`config.mk`:
```
export PLATFORM = sky130hd
export DESIGN_NAME = uart_tx_arbiter
export DESIGN_NICKNAME = d
export VERILOG_FILES = /design/src/rtl/uart_tx_arbiter.sv
export SDC_FILE = /design/constraint.sdc
export NUM_CORES = 1
export LEC_CHECK = 0
export CELL_PAD_IN_SITES_DETAIL_PLACEMENT = 2
export CELL_PAD_IN_SITES_GLOBAL_PLACEMENT = 2
export CORE_ASPECT_RATIO = 1.5
export CORE_UTILIZATION = 22
export CTS_BUF_LIST = sky130_fd_sc_hd__clkbuf_8
export CTS_CLUSTER_DIAMETER = 200
export CTS_CLUSTER_SIZE = 12
export DETAILED_ROUTE_END_ITERATION = 10
export GPL_TIMING_DRIVEN = 0
export PLACE_DENSITY_LB_ADDON = 0.1
export SYNTH_ARGS = -nofsm -noshare
export SYNTH_HDL_FRONTEND = slang
export SYNTH_SLANG_ARGS = --single-unit
```
`constraint.sdc`:
```
create_clock -name clk -period 5.5 [get_ports clk]
set_input_delay 1.1 -clock clk [delete_from_list [all_inputs] [get_ports clk]]
set_output_delay 1.1 -clock clk [all_outputs]
set_load 0.01 [all_outputs]
```
`src/rtl/uart_tx_arbiter.sv`:
```
// Round-robin arbiter that shares one uart_tx serializer between NUM_REQ byte sources.
// It supports optional packet locking with a lock timeout, and a programmable idle gap between frames.
module uart_tx_arbiter #(
  parameter int NUM_REQ           = 4,
  parameter int DATA_WIDTH        = 8,
  parameter int GAP_CLKS          = 0,
  parameter int LOCK_TIMEOUT_CLKS = 0
) (
  input  logic                          clk,
  input  logic                          reset,
  input  logic [NUM_REQ-1:0]            req_valid,
  input  logic [NUM_REQ-1:0]            req_last,
  input  logic [NUM_REQ*DATA_WIDTH-1:0] req_data,
  output logic [NUM_REQ-1:0]            req_ready,
  output logic [$clog2(NUM_REQ)-1:0]    grant_id,
  output logic                          locked,
  output logic                          busy,
  output logic                          tx_start,
  output logic [DATA_WIDTH-1:0]         tx_din,
  input  logic                          tx_done
);

  localparam int ID_W  = $clog2(NUM_REQ);
  localparam int GAP_W = $clog2(GAP_CLKS + 2);
  localparam int TO_W  = $clog2(LOCK_TIMEOUT_CLKS + 2);

  localparam logic [GAP_W-1:0] GAP_LOAD = (GAP_CLKS > 0) ? GAP_W'(GAP_CLKS - 1) : '0;
  localparam logic [TO_W-1:0]  TO_LAST  = (LOCK_TIMEOUT_CLKS > 0) ? TO_W'(LOCK_TIMEOUT_CLKS - 1) : '0;

  typedef enum logic [1:0] {
    S_IDLE,
    S_START,
    S_WAIT_DONE,
    S_GAP
  } state_t;

  state_t                r_state;
  state_t                w_state_nxt;
  logic [ID_W-1:0]       r_ptr;
  logic [ID_W-1:0]       r_grant;
  logic                  r_locked;
  logic [DATA_WIDTH-1:0] r_din;
  logic [GAP_W-1:0]      r_gap_cnt;
  logic [TO_W-1:0]       r_to_cnt;

  logic [DATA_WIDTH-1:0] w_data [NUM_REQ];
  logic [ID_W-1:0]       w_sel;
  logic                  w_sel_found;
  logic [ID_W:0]         w_sum;
  logic                  w_hs;
  logic [ID_W-1:0]       w_ptr_nxt;
  logic                  w_to_idle;
  logic                  w_to_fire;

  always_comb begin
    for (int i = 0; i < NUM_REQ; i++) begin
      w_data[i] = req_data[i*DATA_WIDTH +: DATA_WIDTH];
    end
  end

  // Locked: only the owner may be granted. Unlocked: the first valid requester at or after r_ptr.
  always_comb begin
    // NOTE: every variable gets a default before any branch, so no path can leave it unassigned and infer a latch.
    w_sel       = '0;
    w_sel_found = 1'b0;
    w_sum       = '0;
    if (r_locked) begin
      w_sel       = r_grant;
      w_sel_found = req_valid[r_grant];
    end else begin
      for (int k = 0; k < NUM_REQ; k++) begin
        w_sum = {1'b0, r_ptr} + (ID_W+1)'(k);
        if (w_sum >= (ID_W+1)'(NUM_REQ)) begin
          w_sum = w_sum - (ID_W+1)'(NUM_REQ);
        end
        if (!w_sel_found && req_valid[w_sum[ID_W-1:0]]) begin
          w_sel_found = 1'b1;
          w_sel       = w_sum[ID_W-1:0];
        end
      end
    end
  end

  assign w_hs      = reset && (r_state == S_IDLE) && w_sel_found;
  assign w_ptr_nxt = (w_sel == ID_W'(NUM_REQ - 1)) ? '0 : w_sel + ID_W'(1);
  assign req_ready = w_hs ? (NUM_REQ'(1) << w_sel) : '0;

  // Stalled lock: the owner is absent while the arbiter could otherwise accept a byte.
  assign w_to_idle = (LOCK_TIMEOUT_CLKS > 0) && (r_state == S_IDLE) && r_locked
                     && !req_valid[r_grant];
  assign w_to_fire = w_to_idle && (r_to_cnt == TO_LAST);

  always_comb begin
    w_state_nxt = r_state;
    case (r_state)
      S_IDLE:      if (w_hs) w_state_nxt = S_START;
      S_START:     w_state_nxt = S_WAIT_DONE;
      S_WAIT_DONE: if (tx_done) w_state_nxt = (GAP_CLKS > 0) ? S_GAP : S_IDLE;
      S_GAP:       if (r_gap_cnt == '0) w_state_nxt = S_IDLE;
      default:     w_state_nxt = S_IDLE;
    endcase
  end

  always_ff @(posedge clk) begin
    // NOTE: state registers use non-blocking assignments so that every register updates from pre-edge values.
    if (!reset) begin
      r_state   <= S_IDLE;
      r_ptr     <= '0;
      r_grant   <= '0;
      r_locked  <= 1'b0;
      r_din     <= '0;
      r_gap_cnt <= '0;
      r_to_cnt  <= '0;
    end else begin
      r_state <= w_state_nxt;

      if (w_hs) begin
        r_din    <= w_data[w_sel];
        r_grant  <= w_sel;
        r_ptr    <= w_ptr_nxt;
        r_locked <= ~req_last[w_sel];
      end else if (w_to_fire) begin
        r_locked <= 1'b0;
      end

      if ((r_state == S_WAIT_DONE) && tx_done) begin
        r_gap_cnt <= GAP_LOAD;
      end else if ((r_state == S_GAP) && (r_gap_cnt != '0)) begin
        r_gap_cnt <= r_gap_cnt - GAP_W'(1);
      end

      if (w_to_idle && !w_to_fire) begin
        r_to_cnt <= r_to_cnt + TO_W'(1);
      end else begin
        r_to_cnt <= '0;
      end
    end
  end

  assign grant_id = r_grant;
  assign locked   = r_locked;
  assign busy     = (r_state != S_IDLE);
  assign tx_start = (r_state == S_START);
  assign tx_din   = r_din;

endmodule

```
# Word level (Yosys, flattened, before mapping)
# Cells that the tools add are included.
# totals
register_bits	16
inputBits	43
output_inout_bits	17
wordCells	93
# op_classes
addsub	9
magnitude_cmp	11
n_eq_ne	7
shift	1
mux	42
bitwise	3
n_reduce_logical	14
# op_table
operator	count
two-way mux 2 bit	17
less-than comparator 2 x 3 -> 1 bit (second input constant)	6
binary-select mux 8 bit (select 2 bit)	1
two-way mux 8 bit	2
two-way mux 1 bit	14
binary-select mux 1 bit (select 2 bit)	6
greater-or-equal comparator 3 bit (second input constant)	4
case mux 2 bit (4 select lines)	1
subtractor 2 x 1 -> 2 bit (second input constant)	4
logical AND 1 bit	7
adder 2 x 2 -> 3 bit (second input constant)	2
== test 2 bit (second input constant)	3
inequality test 2 bit (second input constant)	3
two-way mux 4 bit	1
<< shifter 1 x 2 -> 4 bit (first input constant)	1
adder 2 x 1 -> 3 bit (second input constant)	1
greater-or-equal comparator 2 x 3 -> 1 bit (second input constant)	1
zero test 1 bit	3
inverter 2 -> 3 bit	1
AND reduction 3 bit	1
adder 2 x 1 -> 2 bit (second input constant)	1
== test 2 x 1 -> 1 bit (second input constant)	1
zero test 2 bit	1
inverter 1 bit	2
3 further kinds	3

# Longest topological paths before layout
# depth
ltp_word	23
depth_mapped	8
depth_no_buf	6

# Worst setup path after synthesis
# Ideal clock, no wire load.
# synth_timing
kind	input port to output port
from	input port req_valid[3]
to	output port req_ready[3]
t_arrival_ns	2.497
required_time_ns	4.400
setup_slack_ns	1.903
stages	7
n_path_buf	1
path_cell_list	inv_1 -> mux4_2 -> a221o_1 -> inv_1 -> nand2_1 -> buf_2 -> nor2_1
# synth_via
elab_chain_cells	18
elab_cells_between_ends	32
classes_between	1 x shift; 24 x mux; 7 x reduce/logical
# synth_rtl
item	line	source
start: declaration	11	input logic [NUM_REQ-1:0] req_valid,
binary-select mux 1 bit (select 2 bit)	76	if (!w_sel_found && req_valid[w_sum[ID_W-1:0]]) begin
two-way mux 1 bit (implied by the code)	76	
two-way mux 1 bit	76	
two-way mux 1 bit	67	if (r_locked) begin
zero test 1 bit	76	
logical AND 1 bit	76	
two-way mux 1 bit	76	
two-way mux 1 bit	67	
(+2 left out)	--	
two-way mux 1 bit	76	
two-way mux 1 bit	67	
zero test 1 bit	76	
logical AND 1 bit	76	
two-way mux 2 bit or two-way mux 1 bit (tied branches)	76	
two-way mux 2 bit or two-way mux 1 bit (tied branches)	67	
<< shifter 1 x 2 -> 4 bit or logical AND 1 bit (tied branches)	86, 84	
two-way mux 4 bit (*)	86	assign req_ready = w_hs ? (NUM_REQ'(1) << w_sel) : '0;
end: declaration	14	output logic [NUM_REQ-1:0] req_ready,
# Mark *: on every way between the ends. The rest lies on a longest branch, timed or not. The select of a mux whose other input is x is not followed.

# Worst setup path after layout
# layout_timing
from	input port req_valid[0]
to	output port req_ready[3]
# The elaborated chain is that of the path after synthesis.

==> out/metrics.yaml <==
status: "finished clean"
die_height_um: 87.11
cts_buffers: 3
worstPathArrival_ns: 3.89
grt_util_all_layers: 0.1710
stdcell_area_um2: 1774
async_flop_share: 0
critPathKind: "in2out"
path_cells: "clkdlybuf4s50_1 -> inv_2 -> mux4_2 -> a221o_1 -> inv_1 -> nand2_1 -> buf_2 -> nor2_1 -> clkdlybuf4s50_1"
dp.cells: 247
crit_buf_inv: 5
crit_end: "req_ready[3]"
place_congestion: 0.7099
path_clk_slew_ns: 0.06
worstReg2RegStart: "grant_id[0]"
die_w_um: 58.74
hold_viol: 0
timing.final.crit_share: 0.9068
synth_edf_count: 0
cts_setup_buffers: 0
drt-initial-drc-count: 38
nets: 231
htree_levels: 1
p_leak_nw: 0.7309
cp_top_family: "buffers and inverters"
syn-cell-area_um2: 1062
instances_no_fill: 250
synth_cell_types: 38
max_freq_mhz: 200.5
crit_start: "req_valid[0]"
cp_max_fo: 10
path_depth: 9
synth_area_leader_cell: "dfxtp_1"
cts_buffer_depth: 2
ant_nets: 0
required_ns: 4.40
grt_pass1_wl_mm: 6.624
rsz0062_at_grt: "false"
finClkSkew_ns: 0.001337
synth-main-ff-cell: "dfxtp_1"
drive_above_1_share: 0.07527
viasPerCell: 4.964
hold_buffers: 0
wirelength_mm: 4.178
synth_most_common_cell: "mux2i_1"
grt_pass1_vias: 1372
drt_pass1_iterations: 4
clock-sinks: 16
synth_top_cells_by_count: "17 x mux2i_1, 16 x dfxtp_1, 10 x inv_1"
clock_latency_ns: 0.25
startpoint_type: "input port"
drcViolationCount: 0
core_um2: 4579
dp_hpwl_mm: 3.379
maxSlewHeadroom: 0.5632
via_count: 1241
diodes: 0
cts_tree: "done"
grt_max_degree: 11
ys_seq_elements: 16
hold_slack_ns: 0.4929
layout_min_cycle_time_ns: 4.987
synth_top_area_share: 0.3015
overflow: 0
power_density_nw_per_um2: 400.5
critPathMaxStageDelay_ns: 0.63
vdd_ir_drop_max_uv: 139.1
r2r_cells: 6
post-route-util: 0.3874
num_io_pins: 60
rows: 30
dpl_cell_area_um2: 1733
clockRootBuffer: "clkbuf_8"
rrSetupSlack_ns: 3.30
synth_fp_nets: 167
min_path_type: "reg2reg"
post_cts_resized: 0
syn_avg_cell_area_um2: 8.567
crit_path_top_delay_cell: "clkdlybuf4s50_1"
drv_cap: 0
io_buffers: 59
yosys_warnings: 0
synth-seq-area-share: 0.3015
slew_viol_final: 0
final.setup.tns_ns: 0
hold_depth: 2
syn_to_final_growth_pct: 67.02
dieArea_um2: 5116
wl_per_cell_um: 16.71
start_util: 0.2320
ys_top_cells_by_area: "dfxtp_1 30%, mux2i_1 16%, o221ai_1 7.4%"
worstMarginPinSlew_ns: 0.6553
synth_cells: 124
r2r-end: "tx_din[2]"
finalSetupViolCount: 0
cp_common_cell: "clkdlybuf4s50_1"
antenna_found_initial: 0
hp-start: "tx_din[7]"
worstSetupEndpointType: "output pin"
[metrics by stage]
stage	setup WS (ns)	power, mW
floorplan	1.903	0.4292
global placement	0.5686	0.6138
detailed placement	0.4940	0.6311
CTS	0.4789	0.7251
global route	0.2865	0.7671
finish	0.5126	0.7105
[how the worst min path moves through the flow]
stage	endpoint	slack, ns
2_1_floorplan	r_state[0]	0.46
3_3_place_gp	tx_din[4]	0.47
3_5_place_dp	tx_din[7]	0.48
4_1_cts	tx_din[7]	0.50
5_1_grt	r_gap_cnt	0.52
6_report	tx_din[7]	0.49
[layout by cell type (no fill, tap or decap), types with 2 or more instances in the layout]
cell / count
clkdlybuf4s50_1: 59
mux2i_1: 17
dfxtp_1: 16
inv_1: 10
o221ai_1: 9
nand3_1: 9
nor2_1: 7
nand2_1: 7
o21ai_0: 6
a21oi_1: 3
buf_2: 3
a21boi_0: 3
clkbuf_8: 3
a221o_1: 2
o211ai_1: 2
and4bb_2: 2
a211oi_1: 2
and3_1: 2
clkbuf_1: 2
a22oi_1: 2
[cells by family (layout without fill, tap and decap cells)]
logic type / Yosys count / after routing / share of synthesized area
multiplexers: 18 / 18 / 0.1814
flip-flops: 16 / 16 / 0.3015
XOR/XNOR: 1 / 1 / 0.008247
AO/OA/AOI/OAI: 36 / 36 / 0.2603
AND/OR/NAND/NOR: 35 / 35 / 0.1743
buffers and inverters: 18 / 80 / 0.07420
[power by group]
part / internal [mW] / leakage [nW] / switching (mW)
Clock: 0.0486 / 0.0216 / 0.0411
Sequential: 0.163 / 0.132 / 0.0346
Combinational: 0.218 / 0.577 / 0.206
Total: 0.429 / 0.731 / 0.282
[area by class of cell]
cell class	instances	area (µm²)
inverters	11	41.29
plain buffers	7	37.54
fillers	532	2805
well taps	64	80.08
clock buffers	3	41.29
multi-input cells	90	663.1
flip-flops and latches	16	320.3
repair buffers	59	590.6
[state kept, by name (all words and copies together), names as in the netlist]
signal	count
grant_id	2
r_state	2
locked	1
tx_din	8
r_gap_cnt	1
r_ptr	2
[tightest hold or removal path, cell delays in order, from the launching register on]
cell and delay, ns:
dfxtp_1 0.33, nand3_1 0.07, o221ai_1 0.06
[routing by layer]
metal / global-route usage / vias to the layer above / routed length [µm]
met3: 0.03418 / 4 / 273
met1: 0.1739 / 598 / 1466
met4: 0.05844 / 0 / 35
li1: - / 590 / -
met5: 0 / - / 0
met2: 0.3326 / 49 / 2403
Power figures use the tool's default switching activity.
